$ cat src/rtl/alu_pkg.sv
// alu_pkg: shared types and constants for the pipelined ALU.
//   op_t    : 4-bit opcode encoding (9..15 are undefined and flagged Illegal)
//   state_t : sequencing FSM state (IDLE, MUL)
//   is_legal: true for every defined opcode, including MUL
package alu_pkg;

  localparam int              OP_W   = 4;
  localparam logic [OP_W-1:0] MUL_OP = 4'd8;

  typedef enum logic [OP_W-1:0] {
    OP_ADD = 4'd0,
    OP_LSL = 4'd1,
    OP_LSR = 4'd2,
    OP_XOR = 4'd3,
    OP_SNE = 4'd4,
    OP_SEQ = 4'd5,
    OP_MSK = 4'd6,
    OP_ADC = 4'd7,
    OP_MUL = 4'd8
  } op_t;

  typedef enum logic {
    ST_IDLE = 1'b0,
    ST_MUL  = 1'b1
  } state_t;

  function automatic logic is_legal(op_t op);
    return (op <= OP_MUL);
  endfunction

endpackage

$ cat src/rtl/alu_comb.sv
// alu_comb: combinational core for every single-cycle opcode (all but MUL).
// Ports:
//   a_i, b_i   : operands
//   op_i       : opcode
//   sc_i       : shift/carry input (already forced to 0 when cleared)
//   result_o   : operation result
//   sc_o       : new SC value, meaningful only when sc_we_o is set
//   sc_we_o    : the opcode writes SC
//   illegal_o  : the opcode is undefined (result is 0)
// MUL is handled by the iterative engine in alu_pipe; here it yields 0 and
// is not flagged illegal.
module alu_comb
  import alu_pkg::*;
#(
  parameter int WIDTH = 8,
  parameter int SHW   = $clog2(WIDTH)
) (
  input  logic [WIDTH-1:0] a_i,
  input  logic [WIDTH-1:0] b_i,
  input  op_t              op_i,
  input  logic             sc_i,
  output logic [WIDTH-1:0] result_o,
  output logic             sc_o,
  output logic             sc_we_o,
  output logic             illegal_o
);

  // One adder serves ADD and ADC; only ADC feeds SC in as carry.
  logic [WIDTH:0] sum;

  always_comb begin
    sum = {1'b0, a_i} + {1'b0, b_i} + {{WIDTH{1'b0}}, sc_i & (op_i == OP_ADC)};
  end

  always_comb begin
    result_o  = '0;
    sc_o      = sc_i;
    sc_we_o   = 1'b0;
    illegal_o = !is_legal(op_i);
    case (op_i)
      OP_ADD, OP_ADC: begin
        result_o = sum[WIDTH-1:0];
        sc_o     = sum[WIDTH];
        sc_we_o  = 1'b1;
      end
      OP_LSL: begin
        result_o = {a_i[WIDTH-2:0], sc_i};
        sc_o     = a_i[WIDTH-1];
        sc_we_o  = 1'b1;
      end
      OP_LSR: begin
        result_o = {sc_i, a_i[WIDTH-1:1]};
        sc_o     = a_i[0];
        sc_we_o  = 1'b1;
      end
      OP_XOR: result_o = a_i ^ b_i;
      OP_SNE: result_o = {{(WIDTH-1){1'b0}}, (a_i != b_i)};
      OP_SEQ: result_o = {{(WIDTH-1){1'b0}}, (a_i == b_i)};
      OP_MSK: result_o = a_i & (WIDTH'(1) << b_i[SHW-1:0]);
      default: result_o = '0;
    endcase
  end

endmodule

$ cat src/rtl/alu_pipe.sv
// alu_pipe: handshaked ALU with a persistent SC bit, registered flags and an
// iterative shift-and-add multiplier.
// Ports:
//   Clk, Reset         : clock (rising edge), async active-high reset
//   InValid / InReady  : operand handshake (InputA, InputB, OP, ScClr)
//   ScClr              : clear SC; an op accepted in the same cycle sees SC=0
//   OutValid / OutReady: result handshake (Out, Zero, Even, Illegal)
//   ScOut              : live value of the SC register
//   DbgState           : current FSM state, for observation only
//
// Handshake rule (both sides): a transfer happens on a rising edge where
// valid && ready. Out/flags hold while OutValid && !OutReady. InReady is high
// only in IDLE with the output slot free or draining this cycle, which
// allows one accept per cycle under continuous flow.
module alu_pipe
  import alu_pkg::*;
#(
  parameter int WIDTH = 8,
  parameter int SHW   = $clog2(WIDTH)
) (
  input  logic             Clk,
  input  logic             Reset,
  input  logic             InValid,
  output logic             InReady,
  input  logic [WIDTH-1:0] InputA,
  input  logic [WIDTH-1:0] InputB,
  input  logic [OP_W-1:0]  OP,
  input  logic             ScClr,
  output logic             OutValid,
  input  logic             OutReady,
  output logic [WIDTH-1:0] Out,
  output logic             Zero,
  output logic             Even,
  output logic             ScOut,
  output logic             Illegal,
  output state_t           DbgState
);

  localparam int CW = $clog2(WIDTH);

  state_t           state_q, state_d;
  logic [WIDTH-1:0] mul_a_q, mul_a_d;
  logic [WIDTH-1:0] mul_b_q, mul_b_d;
  logic [WIDTH-1:0] acc_q, acc_d;
  logic [CW-1:0]    cnt_q, cnt_d;
  logic [WIDTH-1:0] out_q, out_d;
  logic             zero_q, zero_d;
  logic             even_q, even_d;
  logic             ill_q, ill_d;
  logic             valid_q, valid_d;
  logic             sc_q, sc_d;

  logic             in_ready;
  logic             accept;
  logic             is_mul;
  logic             mul_last;
  logic             sc_eff;
  logic             load;
  logic [WIDTH-1:0] load_val;
  logic             load_ill;
  logic [WIDTH-1:0] acc_step;
  op_t              op_in;

  logic [WIDTH-1:0] comb_res;
  logic             comb_sc;
  logic             comb_sc_we;
  logic             comb_ill;

  assign op_in  = op_t'(OP);
  assign is_mul = (OP == MUL_OP);
  // ScClr takes effect before the op in the same cycle reads SC.
  assign sc_eff = sc_q & ~ScClr;

  alu_comb #(
    .WIDTH (WIDTH),
    .SHW   (SHW)
  ) u_comb (
    .a_i       (InputA),
    .b_i       (InputB),
    .op_i      (op_in),
    .sc_i      (sc_eff),
    .result_o  (comb_res),
    .sc_o      (comb_sc),
    .sc_we_o   (comb_sc_we),
    .illegal_o (comb_ill)
  );

  // FSM: state register
  always_ff @(posedge Clk or posedge Reset) begin
    if (Reset) state_q <= ST_IDLE;
    else       state_q <= state_d;
  end

  // FSM: next state
  always_comb begin
    state_d = state_q;
    case (state_q)
      ST_IDLE: if (accept && is_mul) state_d = ST_MUL;
      ST_MUL:  if (mul_last)         state_d = ST_IDLE;
      default: state_d = ST_IDLE;
    endcase
  end

  // FSM: outputs
  always_comb begin
    in_ready = (state_q == ST_IDLE) && (!valid_q || OutReady);
    DbgState = state_q;
  end

  assign accept = InValid && in_ready;
  // cnt_q counts completed iterations; the WIDTH-th one finishes the product.
  assign mul_last = (state_q == ST_MUL) && (cnt_q == CW'(WIDTH - 1));
  assign acc_step = mul_b_q[0] ? (acc_q + mul_a_q) : acc_q;

  // A result enters the output register either from a single-cycle accept or
  // from the last multiply iteration; the two never coincide since accept
  // requires IDLE.
  always_comb begin
    load     = mul_last || (accept && !is_mul);
    load_val = mul_last ? acc_step : comb_res;
    load_ill = mul_last ? 1'b0 : comb_ill;
  end

  always_comb begin
    mul_a_d = mul_a_q;
    mul_b_d = mul_b_q;
    acc_d   = acc_q;
    cnt_d   = cnt_q;
    if (state_q == ST_MUL) begin
      acc_d   = acc_step;
      mul_a_d = mul_a_q << 1;
      mul_b_d = mul_b_q >> 1;
      cnt_d   = cnt_q + CW'(1);
    end else if (accept && is_mul) begin
      acc_d   = '0;
      mul_a_d = InputA;
      mul_b_d = InputB;
      cnt_d   = '0;
    end
  end

  always_comb begin
    out_d   = load ? load_val : out_q;
    zero_d  = load ? (load_val == '0) : zero_q;
    even_d  = load ? ~load_val[0] : even_q;
    ill_d   = load ? load_ill : ill_q;
    valid_d = load || (valid_q && !OutReady);
    sc_d    = (accept && !is_mul && comb_sc_we) ? comb_sc : sc_eff;
  end

  always_ff @(posedge Clk or posedge Reset) begin
    if (Reset) begin
      mul_a_q <= '0;
      mul_b_q <= '0;
      acc_q   <= '0;
      cnt_q   <= '0;
      out_q   <= '0;
      zero_q  <= 1'b1;
      even_q  <= 1'b1;
      ill_q   <= 1'b0;
      valid_q <= 1'b0;
      sc_q    <= 1'b0;
    end else begin
      mul_a_q <= mul_a_d;
      mul_b_q <= mul_b_d;
      acc_q   <= acc_d;
      cnt_q   <= cnt_d;
      out_q   <= out_d;
      zero_q  <= zero_d;
      even_q  <= even_d;
      ill_q   <= ill_d;
      valid_q <= valid_d;
      sc_q    <= sc_d;
    end
  end

  assign InReady  = in_ready;
  assign OutValid = valid_q;
  assign Out      = out_q;
  assign Zero     = zero_q;
  assign Even     = even_q;
  assign Illegal  = ill_q;
  assign ScOut    = sc_q;

endmodule
$ cat config.mk
export PLATFORM = sky130hd
export DESIGN_NAME = alu_pipe
export DESIGN_NICKNAME = d
export VERILOG_FILES = /design/src/rtl/alu_pkg.sv /design/src/rtl/alu_comb.sv /design/src/rtl/alu_pipe.sv
export SDC_FILE = /design/constraint.sdc
export NUM_CORES = 1
export LEC_CHECK = 0
export ABC_AREA = 1
export CORE_UTILIZATION = 45
export CTS_CLUSTER_SIZE = 16
export DETAILED_ROUTE_END_ITERATION = 16
export PLACE_DENSITY = 0.67
export SYNTH_ARGS = -nofsm -noshare
export SYNTH_HDL_FRONTEND = slang
export SYNTH_SLANG_ARGS = --single-unit
export TNS_END_PERCENT = 10
$ cat constraint.sdc
create_clock -name Clk -period 4.76 [get_ports Clk]
set_input_delay 0.476 -clock Clk [delete_from_list [all_inputs] [get_ports Clk]]
set_output_delay 0.476 -clock Clk [all_outputs]
set_load 0.02 [all_outputs]
# After elaboration in Yosys (flattened, before gate mapping)
# Cells that the tools add are included.
# word_totals
ff_bits,41
output_inout_bits,15
word_cells,72
# classes
add_sub_neg,4
n_lt_le_gt_ge,1
eq_ne,11
shifts,1
muxes,18
bitwise_logic,7
n_reduce_logical,19
# ops
operator,count
$mux 8,8
$pmux 8 s7,1
$eq 4x3->1 const B,4
$add 8x8->9,1
$add 9x1->9,1
$add 8x8->8,1
$and 8x8->8,1
$eq 4x2->1 const B,2
$eq 8x8->1,1
$logic_not 8->1,1
$ne 8x8->1,1
$shl 1x3->8 const A,1
$xor 8x8->8,1
$logic_and 1x1->1,7
$mux 3,2
$mux 1,5
$eq 4x1->1 const B,1
$eq 4x4->1 const B,1
$le 4x4->1 const B,1
$logic_not 1->1,4
$logic_not 4->1,1
$reduce_or 4->1,1
$add 3x1->3 const B,1
$eq 3x3->1 const B,1
other kinds (7),12

# Depth between registers and ports, before layout
# Gate-level depths: netlist (run 1).
# depth
ltp_word,7
mapped_depth,18

# Cells and area by module
# Synthesis (run 1) repeated with hierarchy kept, for this count alone.
# unflattened
hier_cells,457
hier_area_um2,3220.6
# modules_own_cells
module,instances,cells_per_inst,area_each_um2
alu_pipe,1,278,2321.0
alu_comb,1,179,899.6

# Least setup slack after synthesis (run 1)
# No wires, ideal clock.
# synth_timing
path_kind,input to register
from,input port OP[3]
to,register zero_q (netlist: Zero)
t_arrival_ps,2333
path_slack_ps,2366
cell_stages,17
path_buffers,0
cell_sequence,inv_2 -> nand2_1 -> nor2_1 -> nand2_1 -> fa_1 -> fa_1 -> inv_1 -> nand3_1 -> nand3_1 -> nand2_1 -> nand3_1 -> nand2_1 -> nand2_1 -> nand2_1 -> nor2_1 -> nand4_1 -> nand2_1
# synth_between
elab_chain_len,6
elab_cells_between_ends,18
# synth_rtl
element,line_no,rtl
"start, declared",alu_pipe.sv:27,"input logic [OP_W-1:0] OP,"
$eq 4x3->1,"alu_comb.sv:32, alu_comb.sv:40",
$and 1x1->1,alu_comb.sv:32,"sum = {1'b0, a_i} + {1'b0, b_i} + {{WIDTH{1'b0}}, sc_i & (op_i == OP_ADC)};"
$add 9x1->9,alu_comb.sv:32,
$pmux 8 s7,alu_comb.sv:40,case (op_i)
$mux 8,alu_pipe.sv:120,load_val = mul_last ? acc_step : comb_res;
$logic_not 8->1,alu_pipe.sv:144,zero_d = load ? (load_val == '0) : zero_q;
"end signal, assigned",alu_pipe.sv:169,zero_q <= zero_d;
"end, declared",alu_pipe.sv:47,"logic zero_q, zero_d;"
# Parallel ways exist; a longest one is shown, timed or not.
# A chain may end at the register's enable or synchronous reset.

# Final worst setup path (run 1)
# layout_timing
from,input port OP[2]
to,register zero_q (netlist: Zero)
# Same word-level chain as after synthesis.

==> flow_metrics.py, run 1 <==
metrics = {
    "sta": {
        "setup_viol": 0,
        "tns_ns": 0,
        "whs_ns": 0.469,
        "max_slew.worst_pin.slew_ns": 0.738,
        "finalCriticalPeriod_ns": 2.94,
        "clock_skew_ns": 0.0106,
        "drv_slew": 0,
        "hold_viol_final": 0,
        "max_freq_mhz": 340,
        "slew-limit-headroom_pct": 50.7,
        "fin_crit_sh_pct": 61.7,
        "rsz0062_at_grt": "false",
    },
    "yosys": {
        "synth_compound_area_share_pct": 9.53,
        "synthAdderAreaFrac_pct": 8.45,
        "muxShareOfSynthArea_pct": 0,
        "synth_top_area_share_pct": 30.2,
        "ys_warn_count": 0,
        "synth_area_um2": 3230,
        "synth_area_leaders": "dfrtp_1 (30%), nand2_1 (18%), nand3_1 (9.0%)",
        "synth_edf_count": 0,
        "ys.flop_type": "dfrtp_1",
        "synth-seq-cells": 41,
        "synth_fp_nets": 540,
        "synth_xor_area_share_pct": 0.542,
        "yosys.area_share.simple_pct": 39.8,
        "synthCells": 495,
        "yosysSeqAreaShare_pct": 31.8,
        "synth.distinct_cells": 34,
        "syn_avg_cell_area_um2": 6.52,
        "async_flop_share_pct": 100,
        "synth_top_family_by_area": "simple AND/OR/NAND/NOR gates",
        "yosys.area.top_type": "dfrtp_1",
    },
    "power": {
        "p_per_area_nw_per_um2": 482,
        "p_leak_nw": 1.93,
        "irDropWorstVdd_mv": 0.254,
    },
    "place": {
        "gp_congestion": 1.00,
        "portBuffers": 39,
        "dp.final_hpwl_um": 6950,
    },
    "critical_path": {
        "cp-end-kind": "flip-flop",
        "cpMostUsedCell": "nand2_1",
        "cp.arrival_ns": 3.18,
        "worst-path-buf-inv": 2,
        "path_delay_family": "simple AND/OR/NAND/NOR gates",
        "crit_path_max_fanout": 4,
        "crit_chain": "clkdlybuf4s50_1, nand2_1, nor2_1, nand2_1, fa_1, fa_1, inv_1, nand3_1, nand3_1, nand2_1, nand3_1, nand2_1, nand2_1, nand2_1, nor2_1, nand4_1, nand2_1",
        "reg2reg_slack_ns": 2.18,
        "path_class": "in2reg",
        "crit_required_ns": 5.00,
        "critPathLaunchType": "primary input",
        "critPathMaxStageDelay_ns": 0.60,
        "slowest_stage": "clkdlybuf4s50_1",
    },
    "clock_network": {
        "cts_tree": "built",
        "post_cts_buffers": 0,
        "postCtsHoldBufs": 0,
        "insertion_delay_ns": 0.30,
        "cts.sinks": 41,
        "numCtsBuffers": 5,
        "cts_resized": 0,
        "clock-root-buffer": "clkbuf_8",
        "cts_max_level": 2,
        "clockBufferDepth": 2,
        "clkTransAtPathRegs_ns": 0.07,
    },
    "layout": {
        "finalNetCount": 578,
        "drive_above_1_share_pct": 5.06,
        "area_growth_pct": 17.9,
        "num_antenna_cells": 0,
    },
    "global_routing": {
        "grt_overflow_total": 0,
        "grt_pass1_vias": 3060,
        "track_usage_pct": 25.8,
        "grt_max_degree": 42,
        "grt_pass1_wl_um": 14900,
        "antenna_found_initial": 0,
    },
    "worst_hold_path": {
        "hp-class": "reg2reg",
    },
    "floorplanning": {
        "fp.coreArea_um2": 6870,
        "fp.dieW_um": 86.7,
        "ios": 40,
        "start_util_pct": 47.0,
        "die_h_um": 86.7,
        "die-area_um2": 7520,
        "rows": 30,
    },
    "route": {
        "drt-pass1-iter-count": 5,
        "drtIter0Drc": 193,
        "vias": 3299,
        "wl_um": 8780,
        "via_per_inst": 5.24,
        "remaining_drc_errors": 0,
        "routedWlPerCell_um": 13.9,
        "postRouteAntennaNets": 0,
    },
    "status": {
        "status": "finished, final reports clean",
    },
    "job": {
        "drv_cap": 0,
    },
}
-- synth_stat cells, types with 5 or more instances --
library cell    n
a21oi_1         8
a31oi_1         6
dfrtp_1        39
ha_1           17
inv_1          64
inv_2           5
nand2_1       152
nand3_1        58
nand4_1         5
nor2_1         63
nor3_1          9
o211ai_1        7
o21ai_0        22
-- sequential cells by signal (all words and copies together) (netlist names), 3 cells and up --
name	count
Out	8
acc_q	8
mul_a_q	8
mul_b_q	8
cnt_q	3
-- worst paths after layout --
kind,end,from,cells after the start
max,Zero,OP[2],17
min,Even,Even,2
max reg2reg,Zero,ScOut,16
min reg2reg,Even,Even,2
max in group asynchronous,Zero,Reset,3
min in group asynchronous,Out[3],Reset,3
-- power by group --
| part | leakage (nW) | internal (mW) | switching (mW) | total [mW] |
|---|---|---|---|---|
| sequential | 0.504 | 0.504 | 0.104 | 0.608 |
| combinational | 1.37 | 0.376 | 0.569 | 0.944 |
| clock | 0.0554 | 0.158 | 0.128 | 0.285 |
| total | 1.93 | 1.04 | 0.800 | 1.84 |
-- worst reg2reg max path, delay by kind of cell, from the launching register on --
family	cells	cell delay, ns
adders and majority gates	2	0.86
buffers and inverters	2	0.13
DFF	1	0.37
and+or+nand+nor	12	1.18
-- cell type report --
| cell class | instances | area (um2) |
|---|---|---|
| timing repair buffer | 41 | 405 |
| tap | 96 | 120 |
| multi-input combinational | 375 | 1880 |
| clock buffer | 6 | 72.6 |
| clock inverter | 2 | 38.8 |
| inverter | 69 | 259 |
| sequential | 41 | 1030 |
| fill | 699 | 3060 |
-- cell families (layout without fill, tap and decap cells) --
group	Yosys count	count (layout)
DFF	41	41
and+or+nand+nor	301	301
adders and majority gates	20	20
xor gates and xnor gates	2	2
buffers and inverters	79	118
AOI/OAI and AO/OA	52	52
-- per-layer routing --
layer	routed length (um)	up-vias	global-route usage, %
li1	-	1669	-
met1	4100	1517	37.7
met2	4040	98	41.1
met3	499	15	2.86
met4	148	0	6.06
met5	0	-	0
-- cell usage in the layout (no fill, tap or decap), drive strengths merged, types with 2 or more instances in the layout --
cell type,n
buf,2
nand2,155
dfstp,2
a31oi,6
clkdlybuf4s50,39
nor3,10
nor2,68
o211ai,7
nand3b,4
fa,3
nand4,5
clkbuf,6
o22ai,3
a21oi,8
dfrtp,39
o21ai,23
inv,69
nand3,58
ha,17
-- per-stage QoR --
stage	area, um2	setup slack, ns	utilization (%)	power, mW	instances
floorplan	3230	2.37	-	1.27	495
global placement	3700	1.64	53.8	1.54	622
detailed placement	3700	1.54	53.8	1.56	622
CTS	3810	1.83	55.4	1.85	630
global route	3810	1.58	55.4	2.01	630
finish	3810	1.82	55.4	1.84	630
Note: power is estimated with default switching activity, not from simulation.
==> run 2, diff against run 1 <==
==> constraint.sdc (replaced) <==
create_clock -name Clk -period 2.82 [get_ports Clk]
set_input_delay 0.282 -clock Clk [delete_from_list [all_inputs] [get_ports Clk]]
set_output_delay 0.282 -clock Clk [all_outputs]
set_load 0.02 [all_outputs]
==> run 2 against run 1 <==
  * Power is 71% higher
  * Critical endpoint unchanged
  * Sequential power increased by 74%
  * Largest power group unchanged
  * Largest cell class unchanged
  * Hold slack worse by 0.066 ns
==> flow_metrics.py, run 2 (synthesis results as in run 1) <==
metrics = {
    "critical_path": {
        "cpMostUsedCell": "nand2_1",
        "slowest_stage": "clkdlybuf4s50_1",
        "critPathMaxStageDelay_ns": 0.49,
        "reg2reg_depth": 16,
        "crit_path_max_fanout": 2,
        "crit_required_ns": 3.06,
        "crit_chain": "clkdlybuf4s50_1, nand2_1, nor2_1, nand2_1, fa_1, fa_1, inv_1, nand3_1, nand3_1, nand2_1, nand3_1, nand2_1, nand2_1, nand2_1, nor2_1, nand4_1, nand2_1",
        "cp-end-kind": "flip-flop",
        "cp.arrival_ns": 2.80,
        "path_class": "in2reg",
        "critPathLaunchType": "primary input",
    },
    "layout": {
        "mostFrequentLayoutCell": "nand2_1",
        "fillCellCount": 705,
        "area_growth_pct": 21.1,
        "num_antenna_cells": 0,
        "utilization_pct": 56.9,
        "seqCellArea_um2": 1030,
        "finalNetCount": 591,
        "drive_above_1_share_pct": 7.31,
        "final_cell_mix": "nand2_1 (152), inv_1 (64), nor2_1 (63)",
        "multiInputGateArea_um2": 1880,
    },
    "power": {
        "switching_power_mw": 1.35,
        "swShare_pct": 43.0,
        "irDropWorstVdd_mv": 0.397,
        "intPower_mw": 1.79,
        "power_frac_clock_pct": 15.9,
        "pwr-share-seq_pct": 33.6,
        "p_per_area_nw_per_um2": 803,
        "p_leak_nw": 1.99,
        "comb_power_share_pct": 50.5,
    },
    "sta": {
        "fin_crit_sh_pct": 90.5,
        "slew-limit-headroom_pct": 55.2,
        "whs_ns": 0.403,
        "tns_ns": 0,
        "drv_slew": 0,
        "rsz0062_at_grt": "false",
        "clock_skew_ns": 0.00682,
        "setup_viol": 0,
        "max_slew.worst_pin.slew_ns": 0.672,
        "finalCriticalPeriod_ns": 2.55,
        "max_freq_mhz": 392,
        "hold_viol_final": 0,
    },
    "floorplanning": {
        "fp.coreArea_um2": 6870,
        "fp.dieW_um": 86.7,
        "die_h_um": 86.7,
        "start_util_pct": 47.0,
        "die-area_um2": 7520,
        "rows": 30,
        "ios": 40,
    },
    "clock_network": {
        "clock-root-buffer": "clkbuf_8",
        "post_cts_buffers": 0,
        "cts.sinks": 41,
        "numCtsBuffers": 5,
        "cts_resized": 0,
        "clkTransAtPathRegs_ns": 0.08,
        "insertion_delay_ns": 0.30,
        "cts_max_level": 2,
        "cts_tree": "built",
        "clockBufferDepth": 2,
        "postCtsHoldBufs": 0,
    },
    "place": {
        "gp_congestion": 0.898,
        "dp.final_hpwl_um": 7280,
        "portBuffers": 39,
    },
    "route": {
        "remaining_drc_errors": 0,
        "wl_um": 9140,
        "via_per_inst": 5.24,
        "vias": 3370,
        "drtIter0Drc": 164,
        "routedWlPerCell_um": 14.2,
        "postRouteAntennaNets": 0,
        "drt-pass1-iter-count": 5,
    },
    "global_routing": {
        "grt_overflow_total": 0,
        "grt_max_degree": 42,
        "grt_pass1_vias": 3152,
        "track_usage_pct": 26.9,
        "antenna_found_initial": 0,
        "grt_pass1_wl_um": 15400,
    },
    "job": {
        "drv_cap": 0,
    },
    "status": {
        "status": "finished, final reports clean",
    },
    "worst_hold_path": {
        "hp-class": "in2async",
    },
}
run 2: cell count changes in the layout (fill, tap and decap cells not counted), sizes merged:
cell,change
buf,+13
clkbuf,+1
clkinv,-1
run 2: cell type report:
class	instances	share of cell area, %
multi-input cells	375	48.2
flip-flops and latches	41	26.3
repair buffers	54	12.9
inverters	69	6.62
well taps	96	3.07
clock buffers	7	2.21
clock inverters	1	0.768
run 2: power by group through the flow:
stage | Sequential, mW | Clock (mW) | Combinational (mW)
finish | 1.06 | 0.499 | 1.59
global route | 1.09 | 0.537 | 1.80
floorplan | 1.09 | 0 | 1.05
global placement | 1.06 | 0 | 1.56
detailed placement | 1.07 | 0 | 1.58
CTS | 1.06 | 0.505 | 1.59
run 2: critical path: cells and delay by family:
| kind | cells | cell delay, ns |
|---|---|---|
| buffers and inverters | 2 | 0.58 |
| AND/OR/NAND/NOR | 13 | 1.10 |
| adder cells (fa/ha/maj) | 2 | 0.84 |
run 2: final timing paths:
kind	slack, ns	startpoint	endpoint
setup / recovery	0.27	OP[0]	Zero
hold / removal	0.40	Reset	Out[3]
setup reg to reg	0.42	ScOut	Zero
hold reg to reg	0.47	Even	Even
max in group asynchronous	2.05	Reset	mul_b_q[7]
min in group Clk	0.47	Even	Even
run 2: routing by layer:
metal	wire, um	part of all wire [%]	track usage (%)	up-vias
met3	429	4.7	3.81	28
met2	3970	43	41.0	103
met4	312	3.4	10.9	0
met1	4420	48	38.4	1538
met5	0	0	0	-
li1	-	-	-	1701
run 2: stage by stage:
stage                     area (um2)  setup WS [ns]  power [mW]  std cells
final                           3910          0.267        3.14        643
after global routing            3910         0.0726        3.43        643
after CTS                       3910          0.274        3.15        643
after detailed placement        3790        -0.0224        2.65        635
after global placement          3790         0.0611        2.62        635
after floorplan                 3230          0.507        2.14        495
